File: config.mk
export PLATFORM = sky130hd
export DESIGN_NAME = regfile_wb_ctrl_flat
export DESIGN_NICKNAME = d
export VERILOG_FILES = /design/src/rtl/regfile_wb_ctrl_if.sv /design/src/rtl/regfile_wb_ctrl.sv /design/src/flat_wrapper.sv
export SDC_FILE = /design/constraint.sdc
export NUM_CORES = 1
export LEC_CHECK = 0
export ABC_CLOCK_PERIOD_IN_PS = 3350
export CAP_MARGIN = 20
export CORE_UTILIZATION = 30
export CTS_CLUSTER_DIAMETER = 120
export DETAILED_ROUTE_END_ITERATION = 10
export DONT_BUFFER_PORTS = 1
export GPL_ROUTABILITY_DRIVEN = 0
export PLACE_DENSITY = 0.44
export SYNTH_ARGS = -nofsm -noshare
export SYNTH_HDL_FRONTEND = slang
export SYNTH_SLANG_ARGS = --single-unit
File: constraint.sdc
create_clock -name clk -period 3.35 [get_ports clk]
set_input_delay 0.67 -clock clk [delete_from_list [all_inputs] [get_ports clk]]
set_output_delay 0.67 -clock clk [all_outputs]
set_load 0.05 [all_outputs]
File: src/rtl/regfile_wb_ctrl_if.sv
// Bus bundle between the write-back controller and its neighbours
// (ALU/LSU results, issue tracking, decode read side, regfile write port).
interface regfile_wb_ctrl_if #(
   parameter int unsigned DATA_W = 32
);
   logic              alu_valid;
   logic [4:0]        alu_addr;
   logic [DATA_W-1:0] alu_data;
   logic              lsu_valid;
   logic              lsu_ready;
   logic [4:0]        lsu_addr;
   logic [DATA_W-1:0] lsu_data;
   logic              issue_valid;
   logic [4:0]        issue_addr;
   logic [4:0]        rd_addr1;
   logic [4:0]        rd_addr2;
   logic [DATA_W-1:0] rf_data1;
   logic [DATA_W-1:0] rf_data2;
   logic [DATA_W-1:0] byp_data1;
   logic [DATA_W-1:0] byp_data2;
   logic              stall;
   logic              RegWrite;
   logic [4:0]        WriteAddr;
   logic [DATA_W-1:0] WriteData;

   modport slave (
      input  alu_valid, alu_addr, alu_data,
      input  lsu_valid, lsu_addr, lsu_data,
      input  issue_valid, issue_addr,
      input  rd_addr1, rd_addr2, rf_data1, rf_data2,
      output lsu_ready, byp_data1, byp_data2, stall,
      output RegWrite, WriteAddr, WriteData
   );

   modport master (
      output alu_valid, alu_addr, alu_data,
      output lsu_valid, lsu_addr, lsu_data,
      output issue_valid, issue_addr,
      output rd_addr1, rd_addr2, rf_data1, rf_data2,
      input  lsu_ready, byp_data1, byp_data2, stall,
      input  RegWrite, WriteAddr, WriteData
   );
endinterface

File: src/rtl/regfile_wb_ctrl.sv
// Regfile write-side controller: ALU/LSU result merge, LSU FIFO, pending scoreboard.
// Optional macro REGFILE_WB_BYPASS_EN forwards the in-flight write to decode operands.
module regfile_wb_ctrl #(
   parameter int unsigned FIFO_DEPTH = 4,
   parameter int unsigned DATA_W     = 32
) (
   input logic              clk,
   input logic              reset_n,
   regfile_wb_ctrl_if.slave bus
);
   localparam int unsigned AW    = 5;
   localparam int unsigned NREG  = 32;
   localparam int unsigned PTR_W = (FIFO_DEPTH > 1) ? $clog2(FIFO_DEPTH) : 1;
   localparam int unsigned CNT_W = PTR_W + 1;

   logic [AW-1:0]     fifo_addr_q [FIFO_DEPTH];
   logic [DATA_W-1:0] fifo_data_q [FIFO_DEPTH];
   logic [PTR_W-1:0]  wr_ptr_q, wr_ptr_d;
   logic [PTR_W-1:0]  rd_ptr_q, rd_ptr_d;
   logic [CNT_W-1:0]  cnt_q, cnt_d;
   logic              rdy_en_q;

   logic              wen_q, wen_d;
   logic [AW-1:0]     waddr_q, waddr_d;
   logic [DATA_W-1:0] wdata_q, wdata_d;
   logic [NREG-1:0]   pending_q, pending_d;

   logic push, pop, full;
   logic [AW-1:0]     head_addr;
   logic [DATA_W-1:0] head_data;
   logic pend1, pend2;

   assign full      = (cnt_q == CNT_W'(FIFO_DEPTH));
   assign push      = bus.lsu_valid && bus.lsu_ready;
   // An entry pushed this cycle is not visible to pop until it has been stored.
   assign pop       = !bus.alu_valid && (cnt_q != '0);
   assign head_addr = fifo_addr_q[rd_ptr_q];
   assign head_data = fifo_data_q[rd_ptr_q];

   assign bus.lsu_ready = rdy_en_q && !full;
   assign bus.RegWrite  = wen_q;
   assign bus.WriteAddr = waddr_q;
   assign bus.WriteData = wdata_q;

   // FIFO pointer and occupancy next state
   always_comb begin
      wr_ptr_d = wr_ptr_q;
      rd_ptr_d = rd_ptr_q;
      cnt_d    = cnt_q;
      if (push) wr_ptr_d = wr_ptr_q + PTR_W'(1);
      if (pop)  rd_ptr_d = rd_ptr_q + PTR_W'(1);
      case ({push, pop})
         2'b10:   cnt_d = cnt_q + CNT_W'(1);
         2'b01:   cnt_d = cnt_q - CNT_W'(1);
         default: cnt_d = cnt_q;
      endcase
   end

   // Write-port arbitration: ALU first, then FIFO head; register 0 is consumed silently
   always_comb begin
      wen_d   = 1'b0;
      waddr_d = waddr_q;
      wdata_d = wdata_q;
      if (bus.alu_valid) begin
         if (bus.alu_addr != '0) begin
            wen_d   = 1'b1;
            waddr_d = bus.alu_addr;
            wdata_d = bus.alu_data;
         end
      end else if (pop) begin
         if (head_addr != '0) begin
            wen_d   = 1'b1;
            waddr_d = head_addr;
            wdata_d = head_data;
         end
      end
   end

   // Scoreboard: clear on commit, then set so a same-edge issue wins
   always_comb begin
      pending_d = pending_q;
      if (wen_q) pending_d[waddr_q] = 1'b0;
      if (bus.issue_valid && (bus.issue_addr != '0)) pending_d[bus.issue_addr] = 1'b1;
   end

`ifdef REGFILE_WB_BYPASS_EN
   logic hit1, hit2;
   assign hit1 = wen_q && (waddr_q == bus.rd_addr1) && (bus.rd_addr1 != '0);
   assign hit2 = wen_q && (waddr_q == bus.rd_addr2) && (bus.rd_addr2 != '0);
   assign pend1 = (bus.rd_addr1 != '0) && pending_q[bus.rd_addr1] && !hit1;
   assign pend2 = (bus.rd_addr2 != '0) && pending_q[bus.rd_addr2] && !hit2;
   assign bus.byp_data1 = hit1 ? wdata_q : bus.rf_data1;
   assign bus.byp_data2 = hit2 ? wdata_q : bus.rf_data2;
`else
   assign pend1 = (bus.rd_addr1 != '0) && pending_q[bus.rd_addr1];
   assign pend2 = (bus.rd_addr2 != '0) && pending_q[bus.rd_addr2];
   assign bus.byp_data1 = bus.rf_data1;
   assign bus.byp_data2 = bus.rf_data2;
`endif

   assign bus.stall = pend1 || pend2;

   always_ff @(posedge clk or negedge reset_n) begin
      if (!reset_n) begin
         wr_ptr_q  <= '0;
         rd_ptr_q  <= '0;
         cnt_q     <= '0;
         rdy_en_q  <= 1'b0;
         wen_q     <= 1'b0;
         waddr_q   <= '0;
         wdata_q   <= '0;
         pending_q <= '0;
      end else begin
         wr_ptr_q  <= wr_ptr_d;
         rd_ptr_q  <= rd_ptr_d;
         cnt_q     <= cnt_d;
         rdy_en_q  <= 1'b1;
         wen_q     <= wen_d;
         waddr_q   <= waddr_d;
         wdata_q   <= wdata_d;
         pending_q <= pending_d;
      end
   end

   // Payload storage needs no reset; occupancy alone defines validity
   always_ff @(posedge clk) begin
      if (push) begin
         fifo_addr_q[wr_ptr_q] <= bus.lsu_addr;
         fifo_data_q[wr_ptr_q] <= bus.lsu_data;
      end
   end
endmodule

File: src/flat_wrapper.sv
// flat-port wrapper written by rule: the top's interface ports become plain ports
module regfile_wb_ctrl_flat 
#(
   parameter int unsigned FIFO_DEPTH = 4,
   parameter int unsigned DATA_W     = 32
)
  (clk, reset_n, bus_alu_valid, bus_alu_addr, bus_alu_data, bus_lsu_valid, bus_lsu_addr, bus_lsu_data, bus_issue_valid, bus_issue_addr, bus_rd_addr1, bus_rd_addr2, bus_rf_data1, bus_rf_data2, bus_lsu_ready, bus_byp_data1, bus_byp_data2, bus_stall, bus_RegWrite, bus_WriteAddr, bus_WriteData);
  regfile_wb_ctrl_if #(.DATA_W(DATA_W)) bus_i ();
  input logic clk;
  input logic reset_n;
  input wire logic [$bits(bus_i.alu_valid)-1:0] bus_alu_valid;
  input wire logic [$bits(bus_i.alu_addr)-1:0] bus_alu_addr;
  input wire logic [$bits(bus_i.alu_data)-1:0] bus_alu_data;
  input wire logic [$bits(bus_i.lsu_valid)-1:0] bus_lsu_valid;
  input wire logic [$bits(bus_i.lsu_addr)-1:0] bus_lsu_addr;
  input wire logic [$bits(bus_i.lsu_data)-1:0] bus_lsu_data;
  input wire logic [$bits(bus_i.issue_valid)-1:0] bus_issue_valid;
  input wire logic [$bits(bus_i.issue_addr)-1:0] bus_issue_addr;
  input wire logic [$bits(bus_i.rd_addr1)-1:0] bus_rd_addr1;
  input wire logic [$bits(bus_i.rd_addr2)-1:0] bus_rd_addr2;
  input wire logic [$bits(bus_i.rf_data1)-1:0] bus_rf_data1;
  input wire logic [$bits(bus_i.rf_data2)-1:0] bus_rf_data2;
  output wire logic [$bits(bus_i.lsu_ready)-1:0] bus_lsu_ready;
  output wire logic [$bits(bus_i.byp_data1)-1:0] bus_byp_data1;
  output wire logic [$bits(bus_i.byp_data2)-1:0] bus_byp_data2;
  output wire logic [$bits(bus_i.stall)-1:0] bus_stall;
  output wire logic [$bits(bus_i.RegWrite)-1:0] bus_RegWrite;
  output wire logic [$bits(bus_i.WriteAddr)-1:0] bus_WriteAddr;
  output wire logic [$bits(bus_i.WriteData)-1:0] bus_WriteData;
  assign bus_i.alu_valid = bus_alu_valid;
  assign bus_i.alu_addr = bus_alu_addr;
  assign bus_i.alu_data = bus_alu_data;
  assign bus_i.lsu_valid = bus_lsu_valid;
  assign bus_i.lsu_addr = bus_lsu_addr;
  assign bus_i.lsu_data = bus_lsu_data;
  assign bus_i.issue_valid = bus_issue_valid;
  assign bus_i.issue_addr = bus_issue_addr;
  assign bus_i.rd_addr1 = bus_rd_addr1;
  assign bus_i.rd_addr2 = bus_rd_addr2;
  assign bus_i.rf_data1 = bus_rf_data1;
  assign bus_i.rf_data2 = bus_rf_data2;
  assign bus_lsu_ready = bus_i.lsu_ready;
  assign bus_byp_data1 = bus_i.byp_data1;
  assign bus_byp_data2 = bus_i.byp_data2;
  assign bus_stall = bus_i.stall;
  assign bus_RegWrite = bus_i.RegWrite;
  assign bus_WriteAddr = bus_i.WriteAddr;
  assign bus_WriteData = bus_i.WriteData;
  regfile_wb_ctrl #(.FIFO_DEPTH(FIFO_DEPTH), .DATA_W(DATA_W)) u_core (.clk(clk), .reset_n(reset_n), .bus(bus_i));
endmodule
==> impl_metrics.csv <==
group,metric,value,unit
status,status,"complete, no violations",
worst_setup_path,critPathMaxStageDelay,0.46,ns
yosys,synth_top_cells_by_count,"edfxtp_1 (148), dfrtp_1 (77), o21ai_0 (65), buf_4 (64), mux2_2 (56)",
pwr,ir_drop,0.0004195,V
detailed_routing,wirelength,23060,um
global_routing,overflow,0,
timing,tightest_slew,0.8792,ns
clock_network,cts_tree,"yes",
pwr,p_per_area,932.4,nW/um^2
die,die_x,185.4,um
timing,fin_crit,3.079,ns
die,ios,262,
layout,area_growth,10.59,%
yosys,ys_ff_latch,225,
worst_setup_path,path_cells,"mux4_2 -> mux2_2 -> a311oi_1 -> nand3_1",
hold_path,worstHoldPathType,"in -> async",
detailed_routing,drc,0,
layout,drive_gt1_share,34.21,%
layout,fin_nets,716,
yosys,ys_top_cells_by_area,"edfxtp_1 (44%), dfrtp_1 (19%), mux4_2 (11%)",
yosys,yosysSeqAreaShare,63.17,%
clock_network,cts-root-buf,"clkbuf_16",
clock_network,cts.clk_slew.worst_paths,0.06,ns
pwr,p_int,6.824,mW
yosys,syn_avg_cell_area,16.75,um^2
timing,max_slew_margin,41.39,%
timing,setup_slack,0.2709,ns
detailed_routing,first_pass_iters,4,
yosys,synth_area,10090,um^2
pwr,leakage,3.817,nW
clock_network,clk_path_buf_depth,3,
yosys,synthArstFlopShare,34.22,%
run,max_cap_viol_count,0,
worst_setup_path,path_class,"reg -> out",
timing,setup_tns,0,ns
clock_network,ctsResizeCount,0,
worst_setup_path,cp-end-kind,"primary output",
placed_design,place_ws,0.5309,ns
clock_network,numCtsBuffers,27,
pwr,power.clock.fraction,30.1,%
worst_setup_path,crit_arrival,2.41,ns
yosys,synth_cells,602,
pwr,pwr-share-comb,20.7,%
yosys,synth_edf_count,148,
worst_setup_path,cp_num_buf_inv,0,
pwr,sw_frac_of_total,34.39,%
clock_network,postCtsSetupBuffers,0,
worst_setup_path,start_kind,"flop",
clock_network,clock-sinks,225,
detailed_routing,post_drt_wl_per_cell,22.68,um
detailed_routing,num_vias,5092,
global_routing,grt_use_total,13.76,%
worst_setup_path,cp_max_fo,3,
placed_design,dp_hpwl,14820,um
yosys,yosysUniqueCellTypes,42,
timing,clock_skew,0.009257,ns
timing,rsz0062_at_grt,"no",
global_routing,antenna_found_initial,1,
die,fp.dieH,185.4,um
clock_network,h-tree-depth,1,
yosys,synth_warnings,0,
die,die_area,34360,um^2
die,core_area,32780,um^2
worst_setup_path,crit_slowest_cell,"mux4_2",
pwr,p_sw,3.576,mW
timing,fmax,324.8,MHz
yosys,synth_most_common_cell,"edfxtp_1",
timing,finalCritPeriodShare,91.91,%
yosys,synth_top_area_share,44.06,%
timing,slew_viol_final,0,
detailed_routing,antenna_left,0,
yosys,synth_largest_area_cell,"edfxtp_1",
die,start_util,30.76,%
detailed_routing,drtIter0Drc,269,
clock_network,hold_buffers,1,
global_routing,grt_pass1_wl,35330,um
global_routing,grt_max_degree,78,
timing,setup_viol,0,
worst_setup_path,cp_top_family,"multiplexers",
clock_network,clk_latency,0.54,ns
global_routing,first_global_vias,5830,
timing,finalHoldViolCount,0,
yosys,synth_nets,766,
pwr,seq_power_share,49.1,%
placed_design,io_buffers,0,
worst_setup_path,required,2.68,ns
detailed_routing,via_per_inst,5.007,
die,core.rowCount,66,
yosys,synth_ff_type,"edfxtp_1",
-- logic make-up (layout without fill, tap and decap cells) --
logic type / after synthesis / count (layout) / synth area share, %
AO/OA/AOI/OAI: 77 / 77 / 4.156
XOR/XNOR: 6 / 6 / 0.5211
adder cells (fa/ha/maj): 6 / 6 / 0.8188
buffers and inverters: 94 / 65 / 6.575
flip-flops: 225 / 225 / 63.17
multiplexers: 134 / 134 / 21.26
other: 1 / 3 / 0.03718
AND/OR/NAND/NOR: 59 / 59 / 3.461
-- per-stage QoR --
stage | utilization (%) | instances | hold slack, ns | power (mW) | area [um^2]
3_3_place_gp | 30.94 | 964 | 0.3763 | 7.269 | 10140
6_report | 34.02 | 1017 | 0.01538 | 10.40 | 11150
2_1_floorplan | - | 602 | 0.3744 | 6.911 | 10090
3_5_place_dp | 30.94 | 964 | 0.3767 | 7.359 | 10140
5_1_grt | 34.01 | 1015 | 0.01875 | 10.95 | 11150
4_1_cts | 34.01 | 1015 | 0.01765 | 10.57 | 11150
-- final timing paths --
kind / startpoint / end / slack (ns) / cells past startpoint
max in group asynchronous: reset_n / u_core.rd_ptr_q[0]$_DFFE_PN0P_ / 2.95 / 1
min in group clk: bus_lsu_data[19] / u_core.fifo_data_q[0][19]$_DFFE_PP_ / 0.22 / 0
max reg2reg: u_core.rd_ptr_q[0]$_DFFE_PN0P_ / u_core.bus.WriteData[10]$_DFFE_PN0P_ / 0.95 / 4
max: u_core.pending_q[29]$_DFF_PN0_ / bus_stall / 0.27 / 4
min: reset_n / u_core.bus.WriteData[3]$_DFFE_PN0P_ / 0.02 / 1
min reg2reg: u_core.cnt_q[1]$_DFFE_PN0P_ / u_core.cnt_q[1]$_DFFE_PN0P_ / 0.51 / 2
-- final cells by class --
type                    count  area (um^2)
diodes                      2        5.005
clock buffers              33        738.2
clock inverters            17        241.5
fillers                  3127        21630
inverters                   7        26.28
multi-input cells         283         3072
flip-flops and latches    225         6376
well taps                 442        553.0
repair buffers              8        142.6
-- state kept, by name (all words and copies together) (netlist names) --
| register | cells |
|---|---|
| u_core.wr_ptr_q | 2 |
| u_core.pending_q | 31 |
| u_core.fifo_data_q | 128 |
| u_core.cnt_q | 3 |
| u_core.bus.WriteAddr | 5 |
| u_core.bus.RegWrite | 1 |
| u_core.fifo_addr_q | 20 |
| u_core.rd_ptr_q | 2 |
| u_core.bus.WriteData | 32 |
| u_core.rdy_en_q | 1 |
-- power by group through the flow --
stage	registers [mW]	logic [mW]	clock network, mW
finish	5.11	2.15	3.13
global route	5.23	2.37	3.35
CTS	5.14	2.20	3.23
detailed placement	5.19	2.16	0
global placement	5.17	2.10	0
floorplan	4.79	2.12	0
-- worst register-to-register path, stage by stage (launching register included) --
cell     delay, ns
dfrtp_4       1.00
a31oi_1       0.29
o31ai_4       0.28
buf_12        0.32
mux2_2        0.40
-- layout by cell type (no fill, tap or decap), types with 3 or more instances in the layout --
cell        Yosys  layout
edfxtp_1      148     148
dfrtp_1        77      75
o21ai_0        65      65
mux2_2         56      56
mux4_2         51      51
clkbuf_16       0      27
mux2_4         19      19
nand3b_1       11      11
nor2_1         10      10
nand2_1        10      10
mux2i_1         8       8
inv_1           7       7
nand3_1         6       6
or3b_2          5       5
ha_1            5       5
bufinv_16       0       5
buf_12          0       5
and3_2          0       4
clkbuf_8        0       4
nor3_1          3       3
a21oi_1         3       3
xnor2_1         3       3
xor2_1          3       3
clkinv_2        0       3
clkinvlp_4      0       3
-- routing by layer --
layer,up-vias,part of all wire (%),track usage [%]
li1,2170,-,-
met1,2644,39,15.64
met2,232,50,23.85
met3,46,9.3,5.073
met4,0,2.1,4.298
met5,-,0,0
Power figures use the tool's default switching activity.
